===== src/rtl/mouse_packet_decoder_pkg.sv =====
// Shared definitions for the PS/2 mouse packet decoder: FSM states, status-byte layout, defaults.
// Latency: n/a (types, constants and a pure function only).
// Backpressure: n/a.
package mouse_packet_decoder_pkg;

  // Packet assembly states; the encoding is fixed so that it matches the state seen on debug taps.
  typedef enum logic [1:0] {
    WAIT_B0 = 2'd0,
    WAIT_B1 = 2'd1,
    WAIT_B2 = 2'd2,
    UPDATE  = 2'd3
  } state_e;

  // Bit positions inside the status byte (byte 0 of every packet).
  localparam int ST_BTN_LSB = 0;
  localparam int ST_BTN_MSB = 2;
  localparam int ST_SYNC    = 3;
  localparam int ST_XS      = 4;
  localparam int ST_YS      = 5;
  localparam int ST_XOV     = 6;
  localparam int ST_YOV     = 7;

  // 2 ms at 50 MHz.
  localparam int DEFAULT_TIMEOUT_CYC = 100000;

  // Status fields that are still needed once the packet has been framed.
  // The sync bit is only used to qualify byte 0 and is not kept.
  typedef struct packed {
    logic       yov;
    logic       xov;
    logic       ys;
    logic       xs;
    logic [2:0] btn;
  } status_t;

  function automatic status_t status_from_byte(input logic [7:0] b);
    status_t s;
    s.yov = b[ST_YOV];
    s.xov = b[ST_XOV];
    s.ys  = b[ST_YS];
    s.xs  = b[ST_XS];
    s.btn = b[ST_BTN_MSB:ST_BTN_LSB];
    return s;
  endfunction

  // 9-bit two's complement movement. When the mouse flags an overflow the
  // low byte is meaningless, so the delta is pinned to the extreme of its sign.
  function automatic logic [8:0] delta9(input logic sign, input logic ovf, input logic [7:0] lo);
    if (ovf) begin
      return sign ? 9'h100 : 9'h0FF;
    end
    return {sign, lo};
  endfunction

endpackage


===== src/rtl/mouse_axis_update.sv =====
// Computes one axis' next position: sign-extend/saturate the delta, add, clamp to [0, MAX].
// Latency: purely combinational.
// Backpressure: none.
// Ports:
//   pos_cur    current position (unsigned)
//   delta_lo   low 8 bits of the movement byte
//   delta_sign sign bit from the status byte
//   delta_ovf  overflow flag from the status byte
//   pos_next   clamped new position
module mouse_axis_update
  import mouse_packet_decoder_pkg::*;
#(
  parameter int POS_W = 8,
  parameter int MAX   = 159
) (
  input  logic [POS_W-1:0] pos_cur,
  input  logic [7:0]       delta_lo,
  input  logic             delta_sign,
  input  logic             delta_ovf,
  output logic [POS_W-1:0] pos_next
);

  // Two guard bits cover both the negative range and the overshoot past 2^POS_W-1.
  localparam int SUM_W = POS_W + 2;
  localparam logic signed [SUM_W-1:0] MAX_S = SUM_W'(MAX);

  logic signed [8:0]       delta_s;
  logic signed [SUM_W-1:0] sum;

  always_comb begin
    delta_s = signed'(delta9(delta_sign, delta_ovf, delta_lo));
    sum     = signed'({2'b00, pos_cur}) + SUM_W'(delta_s);
    if (sum < 0) begin
      pos_next = '0;
    end else if (sum > MAX_S) begin
      pos_next = POS_W'(MAX);
    end else begin
      pos_next = sum[POS_W-1:0];
    end
  end

endmodule


===== src/rtl/mouse_packet_decoder.sv =====
// Assembles 3-byte PS/2 mouse packets into clamped absolute X/Y and button state, counting dropped packets.
// Latency: outputs and PACKET_VALID update two cycles after the cycle carrying the third byte's BYTE_READY.
// Backpressure: none; READ_ENABLE (ENABLE registered) gates the receiver, bytes arriving during UPDATE are dropped.
// Ports:
//   CLK, RESET            clock, synchronous active-high reset
//   ENABLE                mouse initialised and streaming
//   BYTE_READ/ERROR_CODE  received byte and its {stop, parity} error flags, valid with BYTE_READY
//   READ_ENABLE           receiver enable
//   MOUSE_X/Y, BUTTONS    position and {middle,right,left} from the last accepted packet
//   PACKET_VALID          one-cycle pulse per accepted packet
//   PACKET_ERRORS         saturating count of dropped packets
module mouse_packet_decoder
  import mouse_packet_decoder_pkg::*;
#(
  parameter int POS_W       = 8,
  parameter int X_MAX       = 159,
  parameter int Y_MAX       = 119,
  parameter int TIMEOUT_CYC = DEFAULT_TIMEOUT_CYC
) (
  input  logic             CLK,
  input  logic             RESET,
  input  logic             ENABLE,
  input  logic [7:0]       BYTE_READ,
  input  logic [1:0]       BYTE_ERROR_CODE,
  input  logic             BYTE_READY,
  output logic             READ_ENABLE,
  output logic [POS_W-1:0] MOUSE_X,
  output logic [POS_W-1:0] MOUSE_Y,
  output logic [2:0]       MOUSE_BUTTONS,
  output logic             PACKET_VALID,
  output logic [7:0]       PACKET_ERRORS
);

  localparam int TIMER_W = (TIMEOUT_CYC > 2) ? $clog2(TIMEOUT_CYC) : 1;
  localparam logic [TIMER_W-1:0] TIMER_LAST = TIMER_W'(TIMEOUT_CYC - 1);

  state_e             state_q,  state_d;
  logic [TIMER_W-1:0] timer_q,  timer_d;
  status_t            status_q, status_d;
  logic [7:0]         dx_q,     dx_d;
  logic [7:0]         dy_q,     dy_d;
  logic [POS_W-1:0]   pos_x_q,  pos_x_d;
  logic [POS_W-1:0]   pos_y_q,  pos_y_d;
  logic [2:0]         buttons_q, buttons_d;
  logic               valid_q,  valid_d;
  logic [7:0]         errors_q, errors_d;
  logic               read_en_q, read_en_d;

  logic               byte_ok;
  logic               drop_pkt;
  logic [POS_W-1:0]   new_x;
  logic [POS_W-1:0]   new_y;

  mouse_axis_update #(.POS_W(POS_W), .MAX(X_MAX)) u_axis_x (
    .pos_cur    (pos_x_q),
    .delta_lo   (dx_q),
    .delta_sign (status_q.xs),
    .delta_ovf  (status_q.xov),
    .pos_next   (new_x)
  );

  mouse_axis_update #(.POS_W(POS_W), .MAX(Y_MAX)) u_axis_y (
    .pos_cur    (pos_y_q),
    .delta_lo   (dy_q),
    .delta_sign (status_q.ys),
    .delta_ovf  (status_q.yov),
    .pos_next   (new_y)
  );

  always_comb begin
    state_d   = state_q;
    timer_d   = '0;        // cleared on accepted bytes, in WAIT_B0 and on any exit
    status_d  = status_q;
    dx_d      = dx_q;
    dy_d      = dy_q;
    pos_x_d   = pos_x_q;
    pos_y_d   = pos_y_q;
    buttons_d = buttons_q;
    valid_d   = 1'b0;
    errors_d  = errors_q;
    read_en_d = ENABLE;
    drop_pkt  = 1'b0;
    byte_ok   = BYTE_READY && (BYTE_ERROR_CODE == 2'b00);

    if (!ENABLE) begin
      // Host is reconfiguring the mouse: abandon quietly, nothing committed.
      state_d = WAIT_B0;
    end else begin
      case (state_q)
        WAIT_B0: begin
          if (BYTE_READY) begin
            if (byte_ok && BYTE_READ[ST_SYNC]) begin
              status_d = status_from_byte(BYTE_READ);
              state_d  = WAIT_B1;
            end else begin
              drop_pkt = 1'b1;
            end
          end
        end

        WAIT_B1: begin
          if (BYTE_READY) begin
            if (byte_ok) begin
              dx_d    = BYTE_READ;
              state_d = WAIT_B2;
            end else begin
              drop_pkt = 1'b1;
              state_d  = WAIT_B0;
            end
          end else if (timer_q == TIMER_LAST) begin
            drop_pkt = 1'b1;
            state_d  = WAIT_B0;
          end else begin
            timer_d = timer_q + 1'b1;
          end
        end

        WAIT_B2: begin
          if (BYTE_READY) begin
            if (byte_ok) begin
              dy_d    = BYTE_READ;
              state_d = UPDATE;
            end else begin
              drop_pkt = 1'b1;
              state_d  = WAIT_B0;
            end
          end else if (timer_q == TIMER_LAST) begin
            drop_pkt = 1'b1;
            state_d  = WAIT_B0;
          end else begin
            timer_d = timer_q + 1'b1;
          end
        end

        UPDATE: begin
          // A byte here is ignored: PS/2 bytes are ~1 ms apart, so none can land in this one cycle.
          pos_x_d   = new_x;
          pos_y_d   = new_y;
          buttons_d = status_q.btn;
          valid_d   = 1'b1;
          state_d   = WAIT_B0;
        end

        default: state_d = WAIT_B0;
      endcase
    end

    if (drop_pkt && (errors_q != 8'hFF)) begin
      errors_d = errors_q + 8'd1;
    end
  end

  always_ff @(posedge CLK) begin
    if (RESET) begin
      state_q   <= WAIT_B0;
      timer_q   <= '0;
      status_q  <= '0;
      dx_q      <= '0;
      dy_q      <= '0;
      pos_x_q   <= POS_W'(X_MAX / 2);
      pos_y_q   <= POS_W'(Y_MAX / 2);
      buttons_q <= '0;
      valid_q   <= 1'b0;
      errors_q  <= '0;
      read_en_q <= 1'b0;
    end else begin
      state_q   <= state_d;
      timer_q   <= timer_d;
      status_q  <= status_d;
      dx_q      <= dx_d;
      dy_q      <= dy_d;
      pos_x_q   <= pos_x_d;
      pos_y_q   <= pos_y_d;
      buttons_q <= buttons_d;
      valid_q   <= valid_d;
      errors_q  <= errors_d;
      read_en_q <= read_en_d;
    end
  end

  assign READ_ENABLE   = read_en_q;
  assign MOUSE_X       = pos_x_q;
  assign MOUSE_Y       = pos_y_q;
  assign MOUSE_BUTTONS = buttons_q;
  assign PACKET_VALID  = valid_q;
  assign PACKET_ERRORS = errors_q;

endmodule


===== config.mk =====
export PLATFORM = sky130hd
export DESIGN_NAME = mouse_packet_decoder
export DESIGN_NICKNAME = d
export VERILOG_FILES = /design/src/rtl/mouse_packet_decoder_pkg.sv /design/src/rtl/mouse_axis_update.sv /design/src/rtl/mouse_packet_decoder.sv
export SDC_FILE = /design/constraint.sdc
export NUM_CORES = 1
export LEC_CHECK = 0
export CAP_MARGIN = 15
export CORE_MARGIN = 2
export CORE_UTILIZATION = 55
export CTS_CLUSTER_SIZE = 12
export DETAILED_ROUTE_END_ITERATION = 8
export HOLD_SLACK_MARGIN = 0.05
export PLACE_DENSITY = 0.83
export SLEW_MARGIN = 10
export SYNTH_ARGS = -nofsm -noshare
export SYNTH_HDL_FRONTEND = slang
export SYNTH_SLANG_ARGS = --single-unit

===== constraint.sdc =====
create_clock -name CLK -period 6.49 [get_ports CLK]
set_clock_uncertainty 0.1 [all_clocks]
set_input_delay 1.298 -clock CLK [delete_from_list [all_inputs] [get_ports CLK]]
set_output_delay 1.298 -clock CLK [all_outputs]
set_load 0.01 [all_outputs]

Yosys cells after proc, flatten, opt, wreduce, memory -nomap -nowiden
Cells that the tools add are included.
{ "word_totals": {"inputBits": 14, "register_bits": 71, "output_inout_bits": 29, "word_cells": 73} }
{ "op_classes": {"bitwise_logic": 2, "n_lt_le_gt_ge": 4, "n_mux": 28, "n_eq_ne": 7, "n_addsub": 4, "n_reduce_logical": 13} }
{ "op_table": {"columns": ["operator", "count"], "rows": [
  ["9-bit two-way mux", 6],
  ["8-bit two-way mux", 4],
  ["9-bit by 9-bit adder with 10-bit output", 2],
  ["10-bit by 1-bit < comparator with 1-bit output (second input constant)", 2],
  ["17-bit by 1-bit adder with 17-bit output (second input constant)", 1],
  ["17-bit == test (second input constant)", 1],
  ["2-bit two-way mux", 7],
  ["4-bit AND reduction", 3],
  ["10-bit by 8-bit greater-than comparator with 1-bit output (second input constant)", 1],
  ["10-bit by 9-bit greater-than comparator with 1-bit output (second input constant)", 1],
  ["1-bit two-way mux", 9],
  ["8-bit by 1-bit adder with 8-bit output (second input constant)", 1],
  ["8-bit != test (second input constant)", 1],
  ["2-bit one-hot mux with 4 select lines", 1],
  ["5-bit OR reduction", 1],
  ["2-bit == test (second input constant)", 2],
  ["2-bit zero test", 2],
  ["2-bit != test (second input constant)", 2],
  ["2-bit AND reduction", 2],
  ["2-bit OR reduction", 2],
  ["1-bit logical AND", 3],
  ["2-bit by 1-bit == test with 1-bit output (second input constant)", 1],
  ["1-bit NOT", 2],
  ["1-bit one-hot mux with 2 select lines", 1]
]} }

Depth between registers and ports, before layout
{ "logic_depth": {"ltp_word": 8, "ltp_mapped": 12, "depth_no_buf": 11} }

Hierarchy
From an unflattened synthesis, not the netlist that was laid out.
{ "unflattened": {"cells_unflattened": 519, "hier_area_um2": 4212.8} }
{ "modules_own_cells": {"columns": ["module", "n_inst", "cells_per_inst", "seq_area_each_um2", "area_each_um2"], "rows": [
  ["mouse_packet_decoder", 1, 343, 1421.4, 2895.3],
  ["mouse_axis_update (u_axis_y)", 1, 91, 0.0, 671.9],
  ["mouse_axis_update (u_axis_x)", 1, 85, 0.0, 645.6]
]} }

Least setup slack after synthesis
Ideal clock, no wire load.
{ "synth_path": {"path_kind": "register -> register", "from": "register status_q[6] in the netlist's numbering", "to": "register pos_y_q[0] (netlist: MOUSE_Y[0])", "period_less_slack_ns": 2.930, "n_path_buf": 1, "stages_incl_launch_ff": 12, "t_required_ns": 6.275, "t_arrival_ns": 2.716, "setup_slack_ns": 3.560, "setup_time_ns": 0.115, "path_cell_list": "dfxtp_1 -> clkbuf_1 -> nand2_1 -> o21a_1 -> ha_1 -> fa_1 -> a211oi_1 -> o31ai_1 -> o31ai_1 -> xnor2_1 -> nand4bb_1 -> o21a_1"} }
{ "synth_via": {"elab_chain_cells": 6, "word_cells_on_any_way": 7, "classes_between": "add/sub (1); order compare (2); mux (4)"} }
{ "synth_lines": {"columns": ["item", "line", "source"], "rows": [
  ["start: declaration", "mouse_packet_decoder.sv:39", "status_t status_q, status_d;"],
  ["start signal: assignment", "mouse_packet_decoder.sv:169", "status_q <= status_d;"],
  ["1-bit two-way mux *", "mouse_packet_decoder_pkg.sv:49", "if (ovf) begin"],
  ["9-bit two-way mux *", "mouse_packet_decoder_pkg.sv:52", "return {sign, lo};"],
  ["9-bit by 9-bit adder with 10-bit output *", "mouse_axis_update.sv:32", "sum = signed'({2'b00, pos_cur}) + SUM_W'(delta_s);"],
  ["10-bit by 8-bit greater-than comparator with 1-bit output", "mouse_axis_update.sv:35", "end else if (sum > MAX_S) begin"],
  ["8-bit two-way mux", "mouse_axis_update.sv:35", null],
  ["8-bit two-way mux *", "mouse_axis_update.sv:33", "if (sum < 0) begin"],
  ["end signal: assignment", "mouse_packet_decoder.sv:161", "pos_y_q <= POS_W'(Y_MAX / 2);"],
  ["end signal: assignment", "mouse_packet_decoder.sv:173", "pos_y_q <= pos_y_d;"],
  ["end: declaration", "mouse_packet_decoder.sv:43", "logic [POS_W-1:0] pos_y_q, pos_y_d;"]
]} }
Every way passes the cells marked *; elsewhere a longest branch is shown, timed or not.
A chain may end at the register's enable or synchronous reset.

Worst setup path in the final report
{ "layout_path": {"from": "input BYTE_READY", "to": "register status_q[4] in the netlist's numbering"} }
{ "layout_via": {"elab_chain_cells": 3} }
{ "layout_lines": {"columns": ["item", "line", "source"], "rows": [
  ["start: declaration", "mouse_packet_decoder.sv:25", "input logic BYTE_READY,"],
  ["1-bit logical AND", "mouse_packet_decoder.sv:83", "byte_ok = BYTE_READY && (BYTE_ERROR_CODE == 2'b00);"],
  ["1-bit logical AND", "mouse_packet_decoder.sv:92", "if (byte_ok && BYTE_READ[ST_SYNC]) begin"],
  ["4-bit AND reduction (no line) *", null, null]
]} }
Marked as above.

==> summary.md <==
| Metric | Value |
|---|---|
| Compound-Gate Fraction of Synth Area | 0.184 |
| XOR/XNOR share of the synthesized area | 0.0834 |
| Setup-failing EPs final | 0 |
| Startpoint class of the critical path | primary input |
| GRT overflow | 0 |
| Synth Area per Inst | 8.39 um^2 |
| Min Tclk post-route | 3690 ps |
| Total track usage | 0.232 |
| DRT Wirelength | 8630 um |
| Synth unique cells | 55 |
| Synth Net Count | 503 |
| Register Area | 1420 um^2 |
| Max cap viols | 0 |
| Fillers | 592 |
| H-tree depth | 3 |
| Crit-path max FO | 19 |
| CTS Buffer Depth | 2 |
| Worst Path Arrival | 3790 ps |
| Share of layout cells above drive strength 1 | 0.0459 |
| Multiplexer share of the synthesized area | 0.0209 |
| Final Max Tran Viols | 0 |
| Placed instance area | 4330 um^2 |
| Vias per cell | 5.71 |
| Share of flip-flops with an asynchronous set or reset | 0 |
| Main area contributors after synthesis | dfxtp_1 37%, ha_1 7.7%, nor2_1 5.4%, nand2_1 5.0%, a21oi_1 4.6% |
| Clk Latency, worst-skew pair | 350 ps |
| RSZ-0062 raised after global routing | no |
| Critical path required time | 6590 ps |
| Most frequent cell after synthesis | dfxtp_1 |
| Worst Hold Class | register to register |
| Status | finished, final reports clean |
| Initial Util | 0.569 |
| Die height | 88.1 um |
| Maximum VDD drop | 0.152 mV |
| Reg clk slew, reported paths | 70 ps |
| Synth Cell Area | 3890 um^2 |
| Fin nets | 536 |
| Multi-input gate area | 2320 um^2 |
| Routed length per instance | 14.4 um |
| Antenna violations before repair | 0 |
| Gpl congestion | 0.907 |
| Die Width | 88.1 um |
| Number of synthesized flops with an enable pin | 0 |
| Largest family of logic cells by synthesized area | simple AND/OR/NAND/NOR gates |
| Post-route cell area | 4560 um^2 |
| Number of global-route vias before repair | 3049 |
| Total CTS buffers | 9 |
| Final Hold Fails | 0 |
| Post-CTS setup buffer count | 0 |
| Least-Margin Pin Slew | 1010 ps |
| Area grow syn2layout | 17.3% |
| Drt initial violations | 231 |
| Sequential area share after synthesis | 0.366 |
| CTS tree | built |
| Syn. warnings | 0 |
| Most frequent cells after synthesis | 71 x dfxtp_1, 56 x nor2_1, 52 x nand2_1, 36 x a21oi_1, 28 x nand3_1 |
| CTS Sinks | 71 |
| Port-buffer cells | 42 |
| Crit path kind | primary input to register |
| Synth Instances | 463 |
| Post-layout util | 0.667 |
| Pwr dens | 195 nW/um^2 |
| Seq cells post-synth | 71 |
| Number of diodes | 0 |
| First drt pass iteration count | 5 |
| CTS hold repair buffers | 0 |
| Root buffer cell | clkbuf_8 |
| Vias | 3406 |
| Final worst path period share | 0.568 |
| Drt drc | 0 |
| Simple-gate area share of the yosys netlist | 0.221 |
| Pleak | 1.64 nW |
| Synth Flop Type | dfxtp_1 |
| Yosys top cell by area | dfxtp_1 |
| Largest net degree at the start of global routing | 58 |
| Synth top area share | 0.366 |
| Hpwl dp | 6030 um |
| Final TNS setup | 0 ps |
| First-pass GRT wire length | 14100 um |
| Normalized max-slew margin | 0.328 |
| F_max | 271 MHz |
| Row count | 30 |
| Core area | 6830 um^2 |
| Crit. End Element | register |
| Die area | 7750 um^2 |
| Post-Synth Adder-Cell Area | 0.0876 |
| I/O Pins | 43 |
| Final ANT Viol Nets | 0 |
| Resized cells post-CTS | 0 |
## logic make-up after synthesis
| group | after synthesis |
|---|---|
| AO/OA/AOI/OAI | 106 |
| adder cells (fa/ha/maj) | 26 |
| flip-flops | 71 |
| buffers and inverters | 35 |
| XOR/XNOR | 37 |
| multiplexers | 8 |
| AND/OR/NAND/NOR | 180 |
## where the power goes
group | switching (mW) | internal [mW] | total (mW) | leakage, nW
clock | 0.178 | 0.238 | 0.416 | 0.120
combinational | 0.0204 | 0.0150 | 0.0354 | 0.950
sequential | 0.00116 | 0.436 | 0.438 | 0.572
## worst max-delay path: stages
cell and delay [ps]:
clkdlybuf4s50_1 530, nor3b_1 520, and3_1 620, and3_1 500, mux2i_1 260, nor2_1 60
## path summary, 6_finish.rpt
path                              endpoint                     start  cells after the start  slack (ps)
setup reg to reg   MOUSE_Y[2]$_SDFFE_PP0P_  status_q[6]$_SDFFE_PP0P_                     10        3220
hold / removal       timer_q[0]$_SDFF_PP0_     timer_q[0]$_SDFF_PP0_                      1         360
hold reg to reg      timer_q[0]$_SDFF_PP0_     timer_q[0]$_SDFF_PP0_                      1         360
setup / recovery  status_q[4]$_SDFFE_PP0P_                BYTE_READY                      6        2800
## cell usage in the layout (no fill, tap or decap), types with 3 or more instances in the layout
master | synthesis | final
a41o_1 | 4 | 4
nand2_1 | 52 | 52
o211ai_1 | 3 | 3
and3_1 | 3 | 3
a211oi_1 | 3 | 3
o31ai_1 | 4 | 4
clkdlybuf4s50_1 | 0 | 41
o311ai_0 | 4 | 4
nor2b_1 | 4 | 4
xnor2_1 | 17 | 17
o21ai_0 | 10 | 10
nor2_1 | 56 | 56
nand3_1 | 28 | 28
and2_1 | 3 | 3
xor2_1 | 20 | 20
clkbuf_8 | 0 | 11
dfxtp_1 | 71 | 71
mux2i_1 | 7 | 7
a21oi_1 | 36 | 36
nor3_1 | 5 | 5
nand4_1 | 9 | 9
a311oi_1 | 3 | 3
ha_1 | 24 | 24
o21ai_1 | 3 | 3
nor3b_1 | 4 | 4
o21a_1 | 24 | 24
inv_1 | 15 | 15
## metal layers
layer / global-route usage / share of wire / wire length (um) / up-vias
li1: - / - / - / 1698
met1: 0.311 / 0.48 / 4150 / 1601
met2: 0.362 / 0.45 / 3880 / 96
met3: 0.0688 / 0.059 / 513 / 11
met4: 0.0702 / 0.010 / 89 / 0
met5: 0 / 0 / 0 / -
## area by class of cell
cell class,count,area share
multi-input combinational,357,0.508
timing repair buffer,42,0.0911
clock inverter,5,0.0173
clock buffer,11,0.0332
sequential,71,0.312
inverter,15,0.0123
tap,96,0.0263
## per-stage QoR
step           setup WS, ps  hold WS, ps  total power, mW  instances
2_1_floorplan          3560          317            0.467        463
3_3_place_gp           2690          329            0.482        581
3_5_place_dp           2540          347            0.482        581
4_1_cts                2850          359            0.892        597
5_1_grt                2610          375            0.911        597
6_report               2800          356            0.889        597
## state kept, by name (all words and copies together), names as in the netlist
name,cells
dx_q,8
MOUSE_X,8
state_q,2
status_q,7
MOUSE_BUTTONS,3
PACKET_ERRORS,8
MOUSE_Y,8
dy_q,8
PACKET_VALID,1
timer_q,17
READ_ENABLE,1
Power figures use the tool's default switching activity.
==> RTL change 1, RTL diff (same flow settings) <==
Change the package constant `DEFAULT_TIMEOUT_CYC` from 100000 to 25000.
--- a/src/rtl/mouse_packet_decoder_pkg.sv
+++ b/src/rtl/mouse_packet_decoder_pkg.sv
@@ -22,5 +22,5 @@
 
   // 2 ms at 50 MHz.
-  localparam int DEFAULT_TIMEOUT_CYC = 100000;
+  localparam int DEFAULT_TIMEOUT_CYC = 25000;
 
   // Status fields that are still needed once the packet has been framed.
Check against the original RTL: no difference found for any inputs over 4 cycles, from zero or initial values and one cycle with RESET high; that may be too few to reach the edited logic, so the function may still have changed.
==> RTL change 1 against the unedited design <==
Sequential cell count is 2 lower; global-route usage grew 1.5 points; cell area decreased by 1.7%; fmax is 0.36% higher; wire length grew 2.9%; total power up 2.2%; synthesized area down 3.2%; critical endpoint unchanged; worst setup slack improved by 0.013 ns.
==> RTL change 1: results (changes against the unedited design) <==
stage;metric;value;unit;change
layout;diode count;0;;unchanged
cts;CTS Root Cell;clkbuf_8;;unchanged
placed_design;port bufs;42;;unchanged
logic_synthesis;Seq/Total Area, Yosys;0.367;;was 0.366
global_route;first-pass GRT wire length;14.6;mm;was 14.1 mm
power_and_ir_drop;Max IR drop VDD;0.145;mV;was 0.152 mV
setup_path;Worst Path Max Fanout;19;;unchanged
setup_path;critical path launch point;BYTE_READY;;unchanged
hold_path;Hold Crit Class;register to register;;unchanged
placed_design;Detail Placement HPWL;6.43;mm;was 6.03 mm
layout;share of layout cells above drive strength 1;0.0476;;was 0.0459
cts;postcts setup bufs;0;;unchanged
drt;DRT iter0 DRCs;144;;was 231
logic_synthesis;top cells by count, synth;dfxtp_1 (69), nand2_1 (46), nor2_1 (43);;was dfxtp_1 (71), nor2_1 (56), nand2_1 (52)
power_and_ir_drop;Leak;1.66;nW;was 1.64 nW
placed_design;post-placement cell area;4230;um2;was 4330 um2
cts;post-CTS sizing;0;;unchanged
cts;H-tree levels;3;;unchanged
global_route;initial antenna violation count;0;;unchanged
cts;Clock Pin Slew Worst Setup and Hold Paths;0.07;ns;about the same
drt;DRT Wirelength;8.88;mm;was 8.63 mm
setup_path;kind of critical path;input port to register;;unchanged
run_status;status;completed;;unchanged
cts;CTS Buffer Depth;2;;unchanged
layout;filler cell count in the final layout;550;;was 592
drt;vias per cell;5.87;;was 5.71
logic_synthesis;syn nets;480;;was 503
cts;Clock Latency Late Sink;0.35;ns;about the same
layout;largest register by flop count;timer_q;;unchanged
drt;first-pass iteration count of the detailed router;5;;unchanged
placed_design;Placer Congestion;0.978;;was 0.907
global_route;gr usage total;0.247;;was 0.232
timing;Rel. slew slack;0.421;;was 0.328
power_and_ir_drop;NetSw;0.190;mW;was 0.200 mW
logic_synthesis;asr flop ratio synth;0;;unchanged
global_route;vias in the first global route;3228;;was 3,049
global_route;largest net degree at the start of global routing;51;;was 58
setup_path;R2R Path Start;status_q[6];;unchanged
logic_synthesis;top cells by area, synth;dfxtp_1 (37%), ha_1 (8.0%), a21oi_1 (5.3%);;was dfxtp_1 (37%), ha_1 (7.7%), nor2_1 (5.4%)
layout;Largest register FFs;15;;was 17
cts;CTS Buf Count;9;;unchanged
logic_synthesis;Synth cell types;56;;was 55
logic_synthesis;number of warnings issued by yosys;0;;unchanged
setup_path;WP data arrival;3.79;ns;about the same
hold_path;HP Start;dy_q[2];;was timer_q[0]
layout;Nets;518;;was 536
RTL change 1: power groups by stage:
stage,Clock [mW],Combinational [mW],Sequential (mW)
floorplan,0,0.0202,0.436
global placement,0,0.0369,0.435
detailed placement,0,0.0377,0.436
CTS,0.449,0.0379,0.426
global route,0.466,0.0414,0.426
finish,0.444,0.0385,0.426
RTL change 1: final timing paths:
path | endpoint | slack, ns | depth (start not counted)
setup / recovery | status_q[4] | 2.81 | 6
hold / removal | dy_q[2] | 0.36 | 2
setup reg to reg | MOUSE_Y[3] | 3.15 | 10
hold reg to reg | dy_q[2] | 0.36 | 2
RTL change 1: metrics by stage:
| step | instances | util | setup slack (ns) |
|---|---|---|---|
| 3_3_place_gp | 547 | 0.629 | 2.64 |
| 4_1_cts | 563 | 0.667 | 2.88 |
| 2_1_floorplan | 440 | - | 3.45 |
| 3_5_place_dp | 547 | 0.629 | 2.52 |
| 6_report | 563 | 0.667 | 2.81 |
| 5_1_grt | 563 | 0.667 | 2.62 |
RTL change 1: cells by family (layout without fill, tap and decap cells):
kind of cell    Yosys count  count (layout)  share of synthesized area
mux                       8               8                     0.0213
simple gates            164             164                      0.213
flops                    69              69                      0.367
xor+xnor                 31              31                     0.0722
buf+inv                  31              74                     0.0319
compound gates          111             111                      0.204
fa+ha+maj                26              26                     0.0905
RTL change 1: per-layer routing:
layer / global-route usage / up-vias / routed length, um
met1: 0.290 / 1562 / 3790
li1: - / 1646 / -
met3: 0.0581 / 26 / 295
met4: 0.122 / 0 / 302
met5: 0 / - / 0
met2: 0.420 / 72 / 4500
RTL change 1: final cells by class:
cell class                 instances  area, um2  area share
timing repair buffer              43        428      0.0955
inverter                          15       56.3      0.0126
clock inverter                     5        106      0.0237
multi-input combinational        340       2260       0.504
clock buffer                      11        151      0.0338
sequential                        69       1380       0.308
tap                               80        100      0.0223
RTL change 1: critical path: stages:
cell and delay (ns):
clkdlybuf4s50_1 0.52, nor3b_1 0.51, and3_1 0.61, and3_1 0.50, mux2i_1 0.27, nor2_1 0.07
==> RTL change 2, RTL diff (same flow settings) <==
Made on the original files. `dy_q` no longer has a reset.
--- a/src/rtl/mouse_packet_decoder.sv
+++ b/src/rtl/mouse_packet_decoder.sv
@@ -157,5 +157,4 @@
       status_q  <= '0;
       dx_q      <= '0;
-      dy_q      <= '0;
       pos_x_q   <= POS_W'(X_MAX / 2);
       pos_y_q   <= POS_W'(Y_MAX / 2);
@@ -169,5 +168,4 @@
       status_q  <= status_d;
       dx_q      <= dx_d;
-      dy_q      <= dy_d;
       pos_x_q   <= pos_x_d;
       pos_y_q   <= pos_y_d;
@@ -177,4 +175,8 @@
       read_en_q <= read_en_d;
     end
+  end
+
+  always_ff @(posedge CLK) begin
+    dy_q <= dy_d;
   end
 
Function: same outputs for any inputs over 10 cycles, from zero or initial values and one cycle with RESET high; that may be too few to reach the edited logic, so the function may still have changed.
==> RTL change 2 against the unedited design <==
Wire length increased by 3.4%; critical path depth is the same; cell area up 1.6%; worst setup slack gained 0.35 ns; total power is 6.3% lower; synthesized area rose by 1.7%; sequential cell count did not move.
==> RTL change 2: results (changes against the unedited design) <==
stage;metric;value;unit;change
run_status;status;completed;;unchanged
logic_synthesis;Seq/Total Area, Yosys;0.380;;was 0.366
setup_path;Worst Path Max Fanout;11;;was 19
power_and_ir_drop;Leak;1.63;nW;was 1.64 nW
layout;Nets;537;;was 536
logic_synthesis;syn nets;499;;was 503
global_route;gr usage total;0.243;;was 0.232
logic_synthesis;number of synthesized flops with an enable pin;8;;was 0
global_route;vias in the first global route;3286;;was 3,049
setup_path;Slowest Stage Delay on Critical Path;0.55;ns;was 0.62 ns
cts;CTS Buf Count;9;;unchanged
drt;DRT Wirelength;8.92;mm;was 8.63 mm
layout;share of layout cells above drive strength 1;0.0478;;was 0.0459
logic_synthesis;Synth cell types;57;;was 55
placed_design;Cells after DPL;582;;was 581
cts;post-CTS sizing;0;;unchanged
drt;DRT iter0 DRCs;148;;was 231
layout;diode count;0;;unchanged
timing;Worst Tran Pin Value;0.602;ns;was 1.01 ns
logic_synthesis;top cells by area, synth;dfxtp_1 (32%), ha_1 (7.6%), edfxtp_1 (6.1%);;was dfxtp_1 (37%), ha_1 (7.7%), nor2_1 (5.4%)
placed_design;post-placement cell area;4440;um2;was 4330 um2
logic_synthesis;Post-Syn Instances;459;;was 463
setup_path;CP max stage cell;clkdlybuf4s50_1;;was and3_1
global_route;largest net degree at the start of global routing;50;;was 58
placed_design;port bufs;42;;unchanged
cts;CTS Buffer Depth;2;;unchanged
drt;WL per Instance;14.9;um;was 14.4 um
placed_design;Detail Placement HPWL;6.41;mm;was 6.03 mm
placed_design;pre-CTS setup slack;2.80;ns;was 2.54 ns
logic_synthesis;top cells by count, synth;dfxtp_1 (63), nor2_1 (41), a21oi_1 (40);;was dfxtp_1 (71), nor2_1 (56), nand2_1 (52)
power_and_ir_drop;Max IR drop VDD;0.139;mV;was 0.152 mV
cts;postcts setup bufs;0;;unchanged
global_route;first-pass GRT wire length;15.0;mm;was 14.1 mm
drt;first-pass iteration count of the detailed router;4;;was 5
drt;vias per cell;5.81;;was 5.71
setup_path;WP data arrival;3.47;ns;was 3.79 ns
placed_design;Placer Congestion;0.911;;was 0.907
layout;largest register by flop count;timer_q;;unchanged
RTL change 2: changes by cell type after synthesis, moves of 5 or more:
| cell | before | now |
|---|---|---|
| nand2_1 | 52 | 35 |
| nor2_1 | 56 | 41 |
| o21a_1 | 24 | 10 |
| a211oi_1 | 3 | 14 |
| o21ai_0 | 10 | 21 |
| xor2_1 | 20 | 9 |
| inv_1 | 15 | 24 |
| dfxtp_1 | 71 | 63 |
| edfxtp_1 | 0 | 8 |
| and3_1 | 3 | 9 |
| nand4_1 | 9 | 3 |
| a31oi_1 | 0 | 5 |
| nand2b_1 | 1 | 6 |
RTL change 2: worst register-to-register path, delay by kind of cell, from the launching register on:
| family | cells | cell delay [ns] |
|---|---|---|
| AOI/OAI and AO/OA | 6 | 1.35 |
| adders and majority gates | 2 | 0.60 |
| buffers and inverters | 1 | 0.06 |
| DFF | 1 | 0.41 |
| and+or+nand+nor | 2 | 0.53 |
RTL change 2: area by class of cell:
type,count,area (um2)
clock inverter,2,12.5
tap,96,120
multi-input combinational,347,2290
sequential,71,1500
timing repair buffer,44,435
clock buffer,14,184
fill,536,2240
inverter,24,90.1
RTL change 2: power by group:
part,internal (mW),switching (mW)
Combinational,0.0161,0.0202
Clock,0.183,0.169
Sequential,0.444,0.00118
RTL change 2: cells by family (layout without fill, tap and decap cells):
kind of cell	count (synthesis)	after routing	share of synthesized area
AND/OR/NAND/NOR	154	154	0.189
AO/OA/AOI/OAI	129	129	0.218
flip-flops	71	71	0.380
buffers and inverters	41	84	0.0411
XOR/XNOR	30	30	0.0665
adder cells (fa/ha/maj)	26	26	0.0861
multiplexers	8	8	0.0203
RTL change 2: metal layers:
layer,up-vias,GRT usage,part of all wire
met5,-,0,0
met3,17,0.0662,0.065
met1,1604,0.305,0.44
met4,0,0.0826,0.019
li1,1729,-,-
met2,122,0.404,0.48
RTL change 2: path summary, 6_finish.rpt:
check / startpoint / end / slack (ns) / cells after the start
setup / recovery: BYTE_READY / status_q[0] / 3.15 / 6
hold / removal: dx_q[0] / dx_q[0] / 0.36 / 2
setup reg to reg: status_q[5] / MOUSE_X[4] / 3.30 / 11
hold reg to reg: dx_q[0] / dx_q[0] / 0.36 / 2
